==> config.mk <==
export PLATFORM = sky130hd
export DESIGN_NAME = max7219_frame_arbiter
export DESIGN_NICKNAME = d
export VERILOG_FILES = /design/src/rtl/max7219_frame_arbiter.sv
export SDC_FILE = /design/constraint.sdc
export NUM_CORES = 1
export LEC_CHECK = 0
export ABC_AREA = 1
export CAP_MARGIN = 10
export CORE_ASPECT_RATIO = 0.6
export CORE_MARGIN = 1
export CORE_UTILIZATION = 30
export DETAILED_ROUTE_END_ITERATION = 7
export DONT_BUFFER_PORTS = 1
export GPL_ROUTABILITY_DRIVEN = 0
export GPL_TIMING_DRIVEN = 1
export PLACE_DENSITY = 0.55
export SYNTH_ARGS = -nofsm -noshare
export SYNTH_HDL_FRONTEND = slang
export SYNTH_SLANG_ARGS = --single-unit
==> constraint.sdc <==
create_clock -name clk -period 4 [get_ports clk]
set_clock_uncertainty 0.15 [all_clocks]
set_input_delay 0.4 -clock clk [delete_from_list [all_inputs] [get_ports clk]]
set_output_delay 0.4 -clock clk [all_outputs]
set_load 0.02 [all_outputs]
==> src/rtl/max7219_frame_arbiter.sv <==
// max7219_frame_arbiter
//   Shares one MAX7219 matrix chain between two frame requesters. The owner
//   and its frame snapshot change only when the driver's `started` flag falls,
//   which is the end of a full refresh, so a shown frame never tears.
//   Contention uses a minimum hold of HOLD_FRAMES refreshes plus round-robin.
//
// Ports
//   clk, rst          : clock, asynchronous active-high reset
//   req0/req1         : level requests
//   pix0/pix1         : requester frames (64*SIZE bits, driver packing)
//   disp_started      : driver `started` flag
//   disp_enable       : driver enable, 1 from the first edge after reset
//   disp_pixels       : registered frame snapshot for the driver
//   grant0/grant1     : current owner, one-hot or zero
//   frame_done        : one-cycle pulse per refresh boundary
module max7219_frame_arbiter #(
  parameter int SIZE        = 2,
  parameter int HOLD_FRAMES = 4
) (
  input  logic              clk,
  input  logic              rst,
  input  logic              req0,
  input  logic              req1,
  input  logic [64*SIZE-1:0] pix0,
  input  logic [64*SIZE-1:0] pix1,
  input  logic              disp_started,
  output logic              disp_enable,
  output logic [64*SIZE-1:0] disp_pixels,
  output logic              grant0,
  output logic              grant1,
  output logic              frame_done
);
  localparam int         W    = 64*SIZE;
  localparam logic [7:0] HOLD = 8'(HOLD_FRAMES);

  typedef enum logic [1:0] {IDLE, OWN0, OWN1} state_t;

  state_t       r_state, w_state_nx;
  logic [7:0]   r_hold_cnt, w_hold_nx, w_n;
  logic [8:0]   w_inc;
  logic         r_last, w_last_nx;
  logic         r_started_d, w_boundary;
  logic         r_enable, r_frame_done;
  logic [W-1:0] r_pixels, w_pixels_nx;

  // Falling edge of `started` marks a completed 8-row refresh pass.
  assign w_boundary = r_started_d & ~disp_started;

  // Refresh count including the one just finished, saturated at HOLD.
  assign w_inc = {1'b0, r_hold_cnt} + 9'd1;
  assign w_n   = (w_inc >= {1'b0, HOLD}) ? HOLD : w_inc[7:0];

  always_comb begin
    w_state_nx = r_state;
    w_hold_nx  = r_hold_cnt;
    w_last_nx  = r_last;
    case (r_state)
      IDLE: begin
        // r_last=1 means requester 1 was served last, so requester 0 wins.
        if (req0 && req1)  w_state_nx = r_last ? OWN0 : OWN1;
        else if (req0)     w_state_nx = OWN0;
        else if (req1)     w_state_nx = OWN1;
      end
      OWN0: begin
        if (!req0)                   w_state_nx = req1 ? OWN1 : IDLE;
        else if (req1 && w_n == HOLD) w_state_nx = OWN1;
        else                         w_hold_nx  = w_n;
      end
      OWN1: begin
        if (!req1)                   w_state_nx = req0 ? OWN0 : IDLE;
        else if (req0 && w_n == HOLD) w_state_nx = OWN0;
        else                         w_hold_nx  = w_n;
      end
      default: w_state_nx = IDLE;
    endcase
    if (w_state_nx != r_state) begin
      w_hold_nx = 8'd0;
      if (w_state_nx == OWN0) w_last_nx = 1'b0;
      if (w_state_nx == OWN1) w_last_nx = 1'b1;
    end
    // Snapshot the new owner's frame; blank when nobody owns the display.
    case (w_state_nx)
      OWN0:    w_pixels_nx = pix0;
      OWN1:    w_pixels_nx = pix1;
      default: w_pixels_nx = '0;
    endcase
  end

  always_ff @(posedge clk or posedge rst) begin
    if (rst) begin
      r_state      <= IDLE;
      r_hold_cnt   <= 8'd0;
      r_last       <= 1'b1;
      r_started_d  <= 1'b0;
      r_enable     <= 1'b0;
      r_frame_done <= 1'b0;
      r_pixels     <= '0;
    end else begin
      r_enable     <= 1'b1;
      r_started_d  <= disp_started;
      r_frame_done <= w_boundary;
      if (w_boundary) begin
        r_state    <= w_state_nx;
        r_hold_cnt <= w_hold_nx;
        r_last     <= w_last_nx;
        r_pixels   <= w_pixels_nx;
      end
    end
  end

  assign disp_enable = r_enable;
  assign disp_pixels = r_pixels;
  assign frame_done  = r_frame_done;
  assign grant0      = (r_state == OWN0);
  assign grant1      = (r_state == OWN1);
endmodule

After elaboration in Yosys (flattened, before gate mapping)
Index checks and enable logic that the tools add are counted.
{"block": "op_classes", "add_sub_neg": 1, "magnitude_cmp": 1, "n_eq_ne": 10, "muxes": 21, "bitwise": 2, "reduce_logical": 8}
{"op": "$pmux W128 S2", "count": 1}
{"op": "$mux W8", "count": 6}
{"op": "$mux W2", "count": 9}
{"op": "$pmux W8 S2", "count": 1}
{"op": "$ne A3 B2 Y1 const B", "count": 4}
{"op": "$add A8 B1 Y9 const B", "count": 1}
{"op": "$ge A9 B3 Y1 const B", "count": 1}
{"op": "$eq A8 B3 Y1 const B", "count": 1}
{"op": "$pmux W2 S3", "count": 1}
{"op": "$reduce_and A6 Y1", "count": 1}
{"op": "$eq A2 B1 Y1 const B", "count": 2}
{"op": "$eq A2 B2 Y1 const B", "count": 2}
{"op": "$logic_and A1 B1 Y1", "count": 3}
{"op": "$mux W1", "count": 3}
{"op": "$reduce_and A3 Y1", "count": 1}
{"op": "$reduce_bool A3 Y1", "count": 1}
{"op": "$logic_not A2 Y1", "count": 1}
{"op": "$ne A2 B2 Y1", "count": 1}
{"op": "$reduce_bool A2 Y1", "count": 1}
{"op": "$and A1 B1 Y1", "count": 1}
{"op": "$not A1 Y1", "count": 1}
{"block": "word_totals", "reg_bits": 142, "inputBits": 261, "out_inout_bits": 132, "elab_cells": 50}

Depth between registers and ports, before layout
Gate-level depths: netlist of the first run.
{"block": "logic_depth", "depth_word": 11, "mapped_depth": 18, "mapped_depth_nobuf": 18}

Worst setup path after synthesis of the first run
Ideal clock, no wire load.
{"block": "synth_timing", "path_kind": "reg2reg", "start": "reg r_state[0]", "end": "reg r_pixels[14] (netlist: disp_pixels[14])", "setup_time_ns": 0.066, "arrival_time_ns": 2.447, "t_required_ns": 3.784, "slack_ns": 1.338, "stages_incl_launch_ff": 14, "path_buffers": 2, "period_less_slack_ns": 2.662, "path_cell_list": "dfrtp_1 bufinv_8 ha_1 inv_1 nor3_1 a21oi_1 nand2_2 nand2_2 inv_1 ha_1 clkbuf_1 clkbuf_1 a22o_1 a22o_1"}
{"block": "synth_between", "word_cells_on_any_way": 14, "classes_between": "eq/ne: 4; mux: 9; reduce/logical: 1"}
{"element": "start, declared", "line_no": "38", "source": "state_t r_state, w_state_nx;"}
{"element": "start signal, assigned", "line_no": "103", "source": "r_state <= w_state_nx;"}
{"element": "$eq A2 B2 Y1 *"}
{"element": "via grant1", "line_no": "30", "source": "output logic grant1,"}
{"element": "$pmux W2 S3 *", "line_no": "57", "source": "case (r_state)"}
{"element": "via w_state_nx[1]", "line_no": "38"}
{"element": "$eq A2 B2 Y1 / $eq A2 B1 Y1 (equally long branches)", "line_no": "82", "source": "case (w_state_nx)"}
{"element": "$pmux W128 S2 *", "line_no": "82"}
{"element": "end signal, assigned", "line_no": "106", "source": "r_pixels <= w_pixels_nx;"}
{"element": "end, declared", "line_no": "44", "source": "logic [W-1:0] r_pixels, w_pixels_nx;"}
Mark *: on every way through the listed nets, which the timed path passes. The rest lies on a longest branch.
A chain may end at the register's enable or synchronous reset.

Worst setup path in the final report of the first run
{"block": "layout_timing", "start": "reg r_state[1]", "end": "reg r_pixels[22] (netlist: disp_pixels[22])"}
{"block": "layout_between", "word_cells_on_any_way": 14, "classes_between": "eq/ne: 4; mux: 9; reduce/logical: 1"}
{"element": "$eq A2 B1 Y1 *"}
{"element": "via grant0", "line_no": "29", "source": "output logic grant0,"}
{"element": "$pmux W2 S3 *", "line_no": "57"}
{"element": "via w_state_nx[0]", "line_no": "38"}
{"element": "$eq A2 B2 Y1 / $eq A2 B1 Y1 (equally long branches)", "line_no": "82"}
{"element": "$pmux W128 S2 *", "line_no": "82"}
Marked as above.

==> results of run 1 <==
-- metrics by stage --
stage                util  instance area (um2)  hold slack (ns)  power (mW)
detailed placement  0.325                 6950            0.282        6.38
finish              0.352                 7540           0.0711        7.89
global placement    0.325                 6950            0.282        6.27
floorplan               -                 6680            0.281        5.58
global route        0.352                 7540           0.0426        8.37
CTS                 0.352                 7540           0.0471        7.97
-- layout make-up --
cell class | count | area share
clock buffers | 25 | 0.0631
clock inverters | 7 | 0.0120
inverters | 23 | 0.0148
multi-input cells | 346 | 0.376
flip-flops and latches | 142 | 0.472
well taps | 279 | 0.0463
repair buffers | 11 | 0.0166
-- power breakdown --
group	leakage (nW)	switching (mW)	internal, mW
Clock	0.271	0.594	0.949
Sequential	1.93	1.38	2.09
Combinational	1.29	1.48	1.39
Total	3.49	3.46	4.43
-- flip-flops by register name, summed over array words and instances, names as in the netlist --
| signal | cells |
|---|---|
| r_state | 2 |
| disp_enable | 1 |
| disp_pixels | 128 |
| r_hold_cnt | 8 |
| r_last | 1 |
| r_started_d | 1 |
| frame_done | 1 |
-- routing by layer --
layer	GRT usage	wire length [um]	up-vias
li1	-	-	2141
met1	0.207	8260	2463
met2	0.278	9450	256
met3	0.0596	1580	14
met4	0.0461	173	0
met5	0	0	-
-- Yosys cell counts, drive strengths merged --
cell / n
nor2: 22
nand3: 6
nand2: 37
dfrtp: 141
clkinv: 1
o21ai: 4
nand4: 4
nor3b: 1
a22o: 256
dfstp: 1
clkbuf: 46
inv: 21
nor3: 2
conb: 1
buf: 10
bufinv: 1
a21oi: 5
ha: 8
-- kinds of logic (layout without fill, tap and decap cells) --
family                   count (synthesis)  in the layout  synth area share
adder cells (fa/ha/maj)                  8              8            0.0150
other                                    1              1          0.000561
AND/OR/NAND/NOR                         72             72            0.0597
flip-flops                             142            142             0.532
AO/OA/AOI/OAI                          265            265             0.344
buffers and inverters                   79             66            0.0491
-- worst paths after layout --
path	start	endpoint	slack, ns	cells past startpoint
min reg2reg	r_last$_DFFE_PP1P_	r_last$_DFFE_PP1P_	0.33	2
max in group asynchronous	rst	disp_pixels[93]$_DFFE_PP0P_	2.09	3
max reg2reg	r_state[1]$_DFFE_PP0P_	disp_pixels[22]$_DFFE_PP0P_	0.83	12
min	pix0[54]	disp_pixels[54]$_DFFE_PP0P_	0.07	2
max	r_state[1]$_DFFE_PP0P_	disp_pixels[22]$_DFFE_PP0P_	0.83	12
min in group asynchronous	rst	r_state[1]$_DFFE_PP0P_	0.52	2
-- repair_timing --
action	4_1_cts	5_1_grt
endpoints found under the hold margin	41	0
hold buffers	2	0
gates resized for setup	0	0
setup buffers	0	0
-- critical path: cells and delay by family (launching register included) --
family | cells | cell delay [ns]
AOI/OAI and AO/OA | 3 | 0.42
adders and majority gates | 2 | 0.91
buffers and inverters | 4 | 0.76
DFF | 1 | 0.46
and+or+nand+nor | 3 | 0.39
==> out/qor.yml, run 1 <==
most-common-layout-cells: "sky130_fd_sc_hd__a22o_1 (256), sky130_fd_sc_hd__dfrtp_1 (141), sky130_fd_sc_hd__nand2_1 (23), sky130_fd_sc_hd__inv_1 (17), sky130_fd_sc_hd__clkbuf_16 (17)"
dp.cells: 799
crit_chain: "inv_1, ha_1, inv_1, nor3_1, a21oi_2, nand2_4, nand2_4, inv_1, ha_4, buf_4, a22o_1, a22o_1"
cts_tree: "yes"
ant_diodes: 0
setup_viol: 0
post-route-period-util: 0.792
timing.critical_path.arrival_ns: 3.36
route.detailed.drc: 0
peakVddDrop_mv: 0.351
slew_viol_final: 0
synth_top_area_frac: 0.528
ratio_of_total_power_to_cell_area_mw_per_mm2: 1050
post_synth_instance_area_mm2: 0.00668
synth.yosys.seq_area_share: 0.532
htree_num_levels: 4
grt_start_max_net_pins: 104
std_cell_rows: 41
routed_via_density: 5.85
synth.lib_cells_used.distinct: 28
worst_hold_path_type: "primary input to flop"
antenna_violating_nets_post_route: 0
finish.cell_count_without_fillers: 833
synthesis.yosys.warnings: 0
die_height_um: 118
max_clock_freq_ghz: 0.316
p_leak_nw: 3.49
vias: 4874
first_pass_iters: 4
grt_first_pass_wirelength_um: 29400
port-buffer-count: 0
grt_setup_unrepaired: "false"
drive_gt1_frac: 0.125
dp_worst_setup_slack_ns: 0.870
nets: 810
number_of_buffers_added_by_the_clock_tree_synthesis_step: 17
crit_path_max_fanout: 59
finalCriticalPeriod_ns: 3.17
critical_path.max_stage_delay_ns: 0.57
final-seq-area_mm2: 0.00355
multiInputGateArea_mm2: 0.00283
post-synth-top-area-cell: "sky130_fd_sc_hd__dfrtp_1"
layout-area-overhead-vs-synth_pct: 12.8
antenna_found_initial: 0
first_global_vias: 4833
synth_seq_cells: 142
postRouteWirelength_um: 19500
pin_count: 393
cp_slowest_cell: "sky130_fd_sc_hd__ha_4"
gr-total-overflow: 0
criticalPathCategory: "flop to flop"
final_ws_setup_ns: 0.834
core_region_area_mm2: 0.0214
fp.dieArea_mm2: 0.0229
clk-insertion-delay-late_ns: 0.42
clk_path_buf_depth: 2
critical_path.startpoint_type: "flop"
mappedNetlistNets: 836
post-dp-hpwl_um: 13800
cpMostUsedCell: "sky130_fd_sc_hd__inv_1"
hold_viol_final: 0
synth_cells: 567
timing_worst_slew_pin_value_ns: 0.955
syn-mean-instance-area_um2: 11.8
initial_drt_markers: 297
final_layout_fill_cell_count: 2057
mostFrequentLayoutCell: "sky130_fd_sc_hd__a22o_1"
track_usage: 0.168
worstPathRequired_ns: 4.19
final.setup.tns_ns: 0
synth.area.top_cells: "sky130_fd_sc_hd__dfrtp_1 (53%), sky130_fd_sc_hd__a22o_1 (34%), sky130_fd_sc_hd__clkbuf_1 (2.6%)"
status: "finished, final reports clean"
path_clk_slew_ns: 0.06
clock_sink_count: 142
maxCapViolations: 0
wl_per_cell_um: 23.4
endpoint_kind: "flop"
die_width_um: 195
timing.max_slew.rel_slack: 0.362
floorplan.initialDensity: 0.312
cts.root.buffer_cell: "sky130_fd_sc_hd__clkbuf_16"
Power figures use the tool's default switching activity.
==> run 2: changes to the inputs <==
clock period = 2.8 ns   (was 4 ns; I/O delays follow)
==> run 2 against run 1 <==
Synthesized cell count unchanged. The flow now stops in clock tree synthesis. Synthesized area unchanged.
==> out/qor.yml, run 2 <==
status: "did not finish"  # was finished, final reports clean
failed_stage: "clock tree synthesis"
tool_error: "[ERROR RSZ-0060] Max buffer count reached."
leading_register_cell_type_out_of_synthesis: "sky130_fd_sc_hd__dfrtp_1"  # unchanged
cts-resized-gates: 0  # unchanged
die_width_um: 195  # unchanged
dp.cells: 807  # was 799
clk_path_buf_depth: 2  # unchanged
synth_enable_flop_cells: 0  # unchanged
synth.area.mux_share: 0  # unchanged
floorplan.initialDensity: 0.312  # unchanged
cts_setup_buffers: 0  # unchanged
yosys.cell_count.top_type: "sky130_fd_sc_hd__a22o_1"  # unchanged
synth_simple_gate_area_frac: 0.0597  # unchanged
synth_seq_cells: 142  # unchanged
synth_cells: 567  # unchanged
postCtsHoldBufs: 168  # was 2
synth_compound_gate_area_share: 0.344  # unchanged
mappedNetlistNets: 836  # unchanged
synth.yosys.seq_area_share: 0.532  # unchanged
synth_adder_area_share: 0.0150  # unchanged
ys_top_cells_by_count: "sky130_fd_sc_hd__a22o_1 (256), sky130_fd_sc_hd__dfrtp_1 (141), sky130_fd_sc_hd__clkbuf_1 (46)"  # unchanged
port-buffer-count: 0  # unchanged
clock_sink_count: 142  # unchanged
post-synth-top-area-cell: "sky130_fd_sc_hd__dfrtp_1"  # unchanged
post-dp-hpwl_um: 13900  # was 13,800 um
synth_top_area_frac: 0.528  # unchanged
syn-mean-instance-area_um2: 11.8  # unchanged
pin_count: 393  # unchanged
synth.area.top_cells: "sky130_fd_sc_hd__dfrtp_1 (53%), sky130_fd_sc_hd__a22o_1 (34%), sky130_fd_sc_hd__clkbuf_1 (2.6%)"  # unchanged
synth.lib_cells_used.distinct: 28  # unchanged
yosys.area_share.xor_xnor: 0  # unchanged
cts.root.buffer_cell: "sky130_fd_sc_hd__clkbuf_16"  # unchanged
main_combinational_cell_family_by_area_after_synthesis: "compound AO/OA/AOI/OAI gates"  # unchanged
std_cell_rows: 41  # unchanged
async_reset_ff_frac: 1.00  # unchanged
number_of_buffers_added_by_the_clock_tree_synthesis_step: 17  # unchanged
htree_num_levels: 4  # unchanged
die_height_um: 118  # unchanged
synthesis.yosys.warnings: 0  # unchanged
post_synth_instance_area_mm2: 0.00668  # unchanged
run 2: per-stage QoR:
stage | worst slack, ns | hold WS, ns | cell area (um2) | utilization
2_1_floorplan | 0.138 | 0.161 | 6680 | -
3_3_place_gp | 0.153 | 0.162 | 7070 | 0.331
3_5_place_dp | 0.0588 | 0.162 | 7070 | 0.331
run 2: cell families after synthesis:
kind of cell	count (synthesis)
and+or+nand+nor	72
DFF	142
buffers and inverters	79
AOI/OAI and AO/OA	265
other	1
adders and majority gates	8
==> run 3: changes to the inputs <==
CORE_ASPECT_RATIO = not set   (was 0.6)
CORE_UTILIZATION = 20   (was 30)
PLACE_DENSITY = not set   (was 0.55)
PLACE_DENSITY_LB_ADDON = 0.15   (was not set)
clock period = 3.6 ns   (was 2.8 ns; I/O delays follow)
==> run 3 against run 2 <==
The flow now finishes without violations.
==> out/qor.yml, run 3 (synthesized netlist as in run 1, its figures left out) <==
cts.root.buffer_cell: "sky130_fd_sc_hd__clkbuf_16"  # unchanged
ant_diodes: 0
timing.critical_path.arrival_ns: 3.25
std_cell_rows: 66  # was 41
crit_path_max_fanout: 61
status: "finished, final reports clean"  # was did not finish
post-route-period-util: 0.840
clock_sink_count: 142  # unchanged
hold_viol_final: 0
pin_count: 393  # unchanged
clk-insertion-delay-late_ns: 0.42
mostFrequentLayoutCell: "sky130_fd_sc_hd__a22o_1"
postRouteWirelength_um: 20200
path_clk_slew_ns: 0.07
clk_path_buf_depth: 2  # unchanged
worst_hold_path_type: "primary input to flop"
grt_setup_unrepaired: "false"
max_clock_freq_ghz: 0.331
grt_start_max_net_pins: 70
multiInputGateArea_mm2: 0.00283
most-common-layout-cells: "sky130_fd_sc_hd__a22o_1 (256), sky130_fd_sc_hd__dfrtp_1 (141), sky130_fd_sc_hd__nand2_1 (23), sky130_fd_sc_hd__inv_1 (17), sky130_fd_sc_hd__clkbuf_16 (17)"
r2r_end: "disp_pixels[46]$_DFFE_PP0P_"
vias: 4950
final_ws_setup_ns: 0.574
nets: 825
htree_num_levels: 4  # unchanged
grt_first_pass_wirelength_um: 29400
gr-total-overflow: 0
ratio_of_total_power_to_cell_area_mw_per_mm2: 1130
critical_path.startpoint_type: "flop"
route.detailed.drc: 0
final-seq-area_mm2: 0.00355
die_height_um: 185  # was 118 um
final_core_utilization: 0.244
first_pass_iters: 4
criticalPathCategory: "flop to flop"
cts-resized-gates: 0  # unchanged
number_of_buffers_added_by_the_clock_tree_synthesis_step: 17  # unchanged
critical_path.max_stage_delay_ns: 0.50
wl_per_cell_um: 20.0
cp_slowest_cell: "sky130_fd_sc_hd__buf_4"
setup_viol: 0
floorplan.initialDensity: 0.204  # was 0.312
endpoint_kind: "flop"
fp.dieArea_mm2: 0.0341
startpoint: "r_state[0]$_DFFE_PP0P_"
p_total_mw: 9.02
cts_tree: "yes"
antenna_found_initial: 0
cts_setup_buffers: 0  # unchanged
crit_chain: "bufinv_8, ha_1, inv_1, nor3_1, a21oi_1, nand2_2, nand2_2, inv_1, ha_4, buf_4, a22o_1, a22o_1"
slew_viol_final: 0
maxCapViolations: 0
initial_drt_markers: 225
antenna_violating_nets_post_route: 0
largest_register_ff_count: 128
layout-area-overhead-vs-synth_pct: 19.6
port-buffer-count: 0  # unchanged
p_leak_nw: 3.59
worstPathRequired_ns: 3.82
dp_worst_setup_slack_ns: 0.595  # was 0.0588 ns
first_global_vias: 4981
core_region_area_mm2: 0.0327
peakVddDrop_mv: 0.376
routed_via_density: 4.90
final.setup.tns_ns: 0
worstReg2RegStart: "r_state[0]$_DFFE_PP0P_"
reg2reg_setup_slack_ns: 0.57
post-dp-hpwl_um: 14100  # was 13,900 um
crit_end: "disp_pixels[46]$_DFFE_PP0P_"
die_width_um: 185  # was 195 um
final_layout_fill_cell_count: 3510
drive_gt1_frac: 0.132
track_usage: 0.113
timing_worst_slew_pin_value_ns: 0.794
timing.max_slew.rel_slack: 0.470
postCtsHoldBufs: 16  # was 168
finalCriticalPeriod_ns: 3.03
worst-r2r-cell-count: 12
## run 3: critical path, delay by kind of cell (launching register included)
kind | cells | cell delay [ns]
AOI/OAI and AO/OA | 3 | 0.50
adders and majority gates | 2 | 0.47
buffers and inverters | 4 | 0.96
DFF | 1 | 0.46
and+or+nand+nor | 3 | 0.37
## run 3: final cells by class
class / instances / area share
Inverter: 23 / 0.0139
Tap cell: 442 / 0.0692
Timing Repair Buffer: 26 / 0.0388
Multi-Input combinational cell: 346 / 0.354
Clock inverter: 14 / 0.0255
Sequential cell: 142 / 0.445
Clock buffer: 18 / 0.0537
## run 3: worst min path at each step
stage                 startpoint                           to  slack (ns)  depth (start not counted)
floorplan           disp_started        r_started_d$_DFF_PP0_        0.24                          0
global placement    disp_started        r_started_d$_DFF_PP0_        0.24                          0
detailed placement  disp_started        r_started_d$_DFF_PP0_        0.24                          0
CTS                     pix0[63]  disp_pixels[63]$_DFFE_PP0P_     0.00009                          2
global route            pix0[45]  disp_pixels[45]$_DFFE_PP0P_       0.005                          2
finish                  pix0[63]  disp_pixels[63]$_DFFE_PP0P_        0.03                          2
## run 3: metal layers
layer	GRT usage	routed length (um)	vias up
met1	0.136	8120	2486
met3	0.0298	1420	21
li1	-	-	2168
met2	0.192	10300	275
met4	0.0443	348	0
met5	0	0	-
## run 3: power by group
part	switching [mW]	internal [mW]	total (mW)
logic	1.66	1.55	3.21
clock network	0.766	1.18	1.94
registers	1.54	2.33	3.87
total	3.97	5.05	9.02
## run 3: per-stage QoR
stage	cells	cell area (um2)	hold slack, ns
4_1_cts	1011	7990	0.0000942
6_report	1011	7990	0.0252
3_3_place_gp	963	7200	0.242
2_1_floorplan	567	6680	0.241
5_1_grt	1011	7990	0.00500
3_5_place_dp	963	7200	0.242
==> run 4: changes to the inputs <==
clock period = 3.1 ns   (was 3.6 ns; I/O delays follow)
==> run 4 against run 3 <==
The run now fails in clock tree synthesis. Synthesized cell count did not move. Synthesized area stayed put.
==> out/qor.yml, run 4 <==
status: "did not finish"  # was finished, final reports clean
failed_stage: "clock tree synthesis"
tool_error: "[ERROR RSZ-0060] Max buffer count reached."
post-dp-hpwl_um: 13900  # was 14,100 um
post-synth-top-area-cell: "sky130_fd_sc_hd__dfrtp_1"  # unchanged
ys_top_cells_by_count: "sky130_fd_sc_hd__a22o_1 (256), sky130_fd_sc_hd__dfrtp_1 (141), sky130_fd_sc_hd__clkbuf_1 (46)"  # unchanged
postCtsHoldBufs: 200  # was 16
synth.yosys.seq_area_share: 0.532  # unchanged
synth.area.top_cells: "sky130_fd_sc_hd__dfrtp_1 (53%), sky130_fd_sc_hd__a22o_1 (34%), sky130_fd_sc_hd__clkbuf_1 (2.6%)"  # unchanged
synth_top_area_frac: 0.528  # unchanged
yosys.area_share.xor_xnor: 0  # unchanged
clk_path_buf_depth: 2  # unchanged
dp.cells: 963  # unchanged
port-buffer-count: 0  # unchanged
synth_cells: 567  # unchanged
leading_register_cell_type_out_of_synthesis: "sky130_fd_sc_hd__dfrtp_1"  # unchanged
clock_sink_count: 142  # unchanged
main_combinational_cell_family_by_area_after_synthesis: "compound AO/OA/AOI/OAI gates"  # unchanged
async_reset_ff_frac: 1.00  # unchanged
pin_count: 393  # unchanged
synth_seq_cells: 142  # unchanged
cts_setup_buffers: 0  # unchanged
floorplan.initialDensity: 0.204  # unchanged
synth.area.mux_share: 0  # unchanged
synth_compound_gate_area_share: 0.344  # unchanged
number_of_buffers_added_by_the_clock_tree_synthesis_step: 17  # unchanged
synth_adder_area_share: 0.0150  # unchanged
yosys.cell_count.top_type: "sky130_fd_sc_hd__a22o_1"  # unchanged
cts-resized-gates: 0  # unchanged
synth_simple_gate_area_frac: 0.0597  # unchanged
mappedNetlistNets: 836  # unchanged
syn-mean-instance-area_um2: 11.8  # unchanged
std_cell_rows: 66  # unchanged
post_synth_instance_area_mm2: 0.00668  # unchanged
synth.lib_cells_used.distinct: 28  # unchanged
synth_enable_flop_cells: 0  # unchanged
die_width_um: 185  # unchanged
htree_num_levels: 4  # unchanged
die_height_um: 185  # unchanged
synthesis.yosys.warnings: 0  # unchanged
cts.root.buffer_cell: "sky130_fd_sc_hd__clkbuf_16"  # unchanged
[run 4: cells by family after synthesis]
logic type,after synthesis
other cells,1
compound gates,265
simple gates,72
fa+ha+maj,8
flops,142
buf+inv,79
[run 4: metrics by stage]
stage	instance area [um2]	hold slack, ns	setup slack (ns)
floorplan	6680	0.191	0.438
global placement	7200	0.192	0.287
detailed placement	7200	0.192	0.127
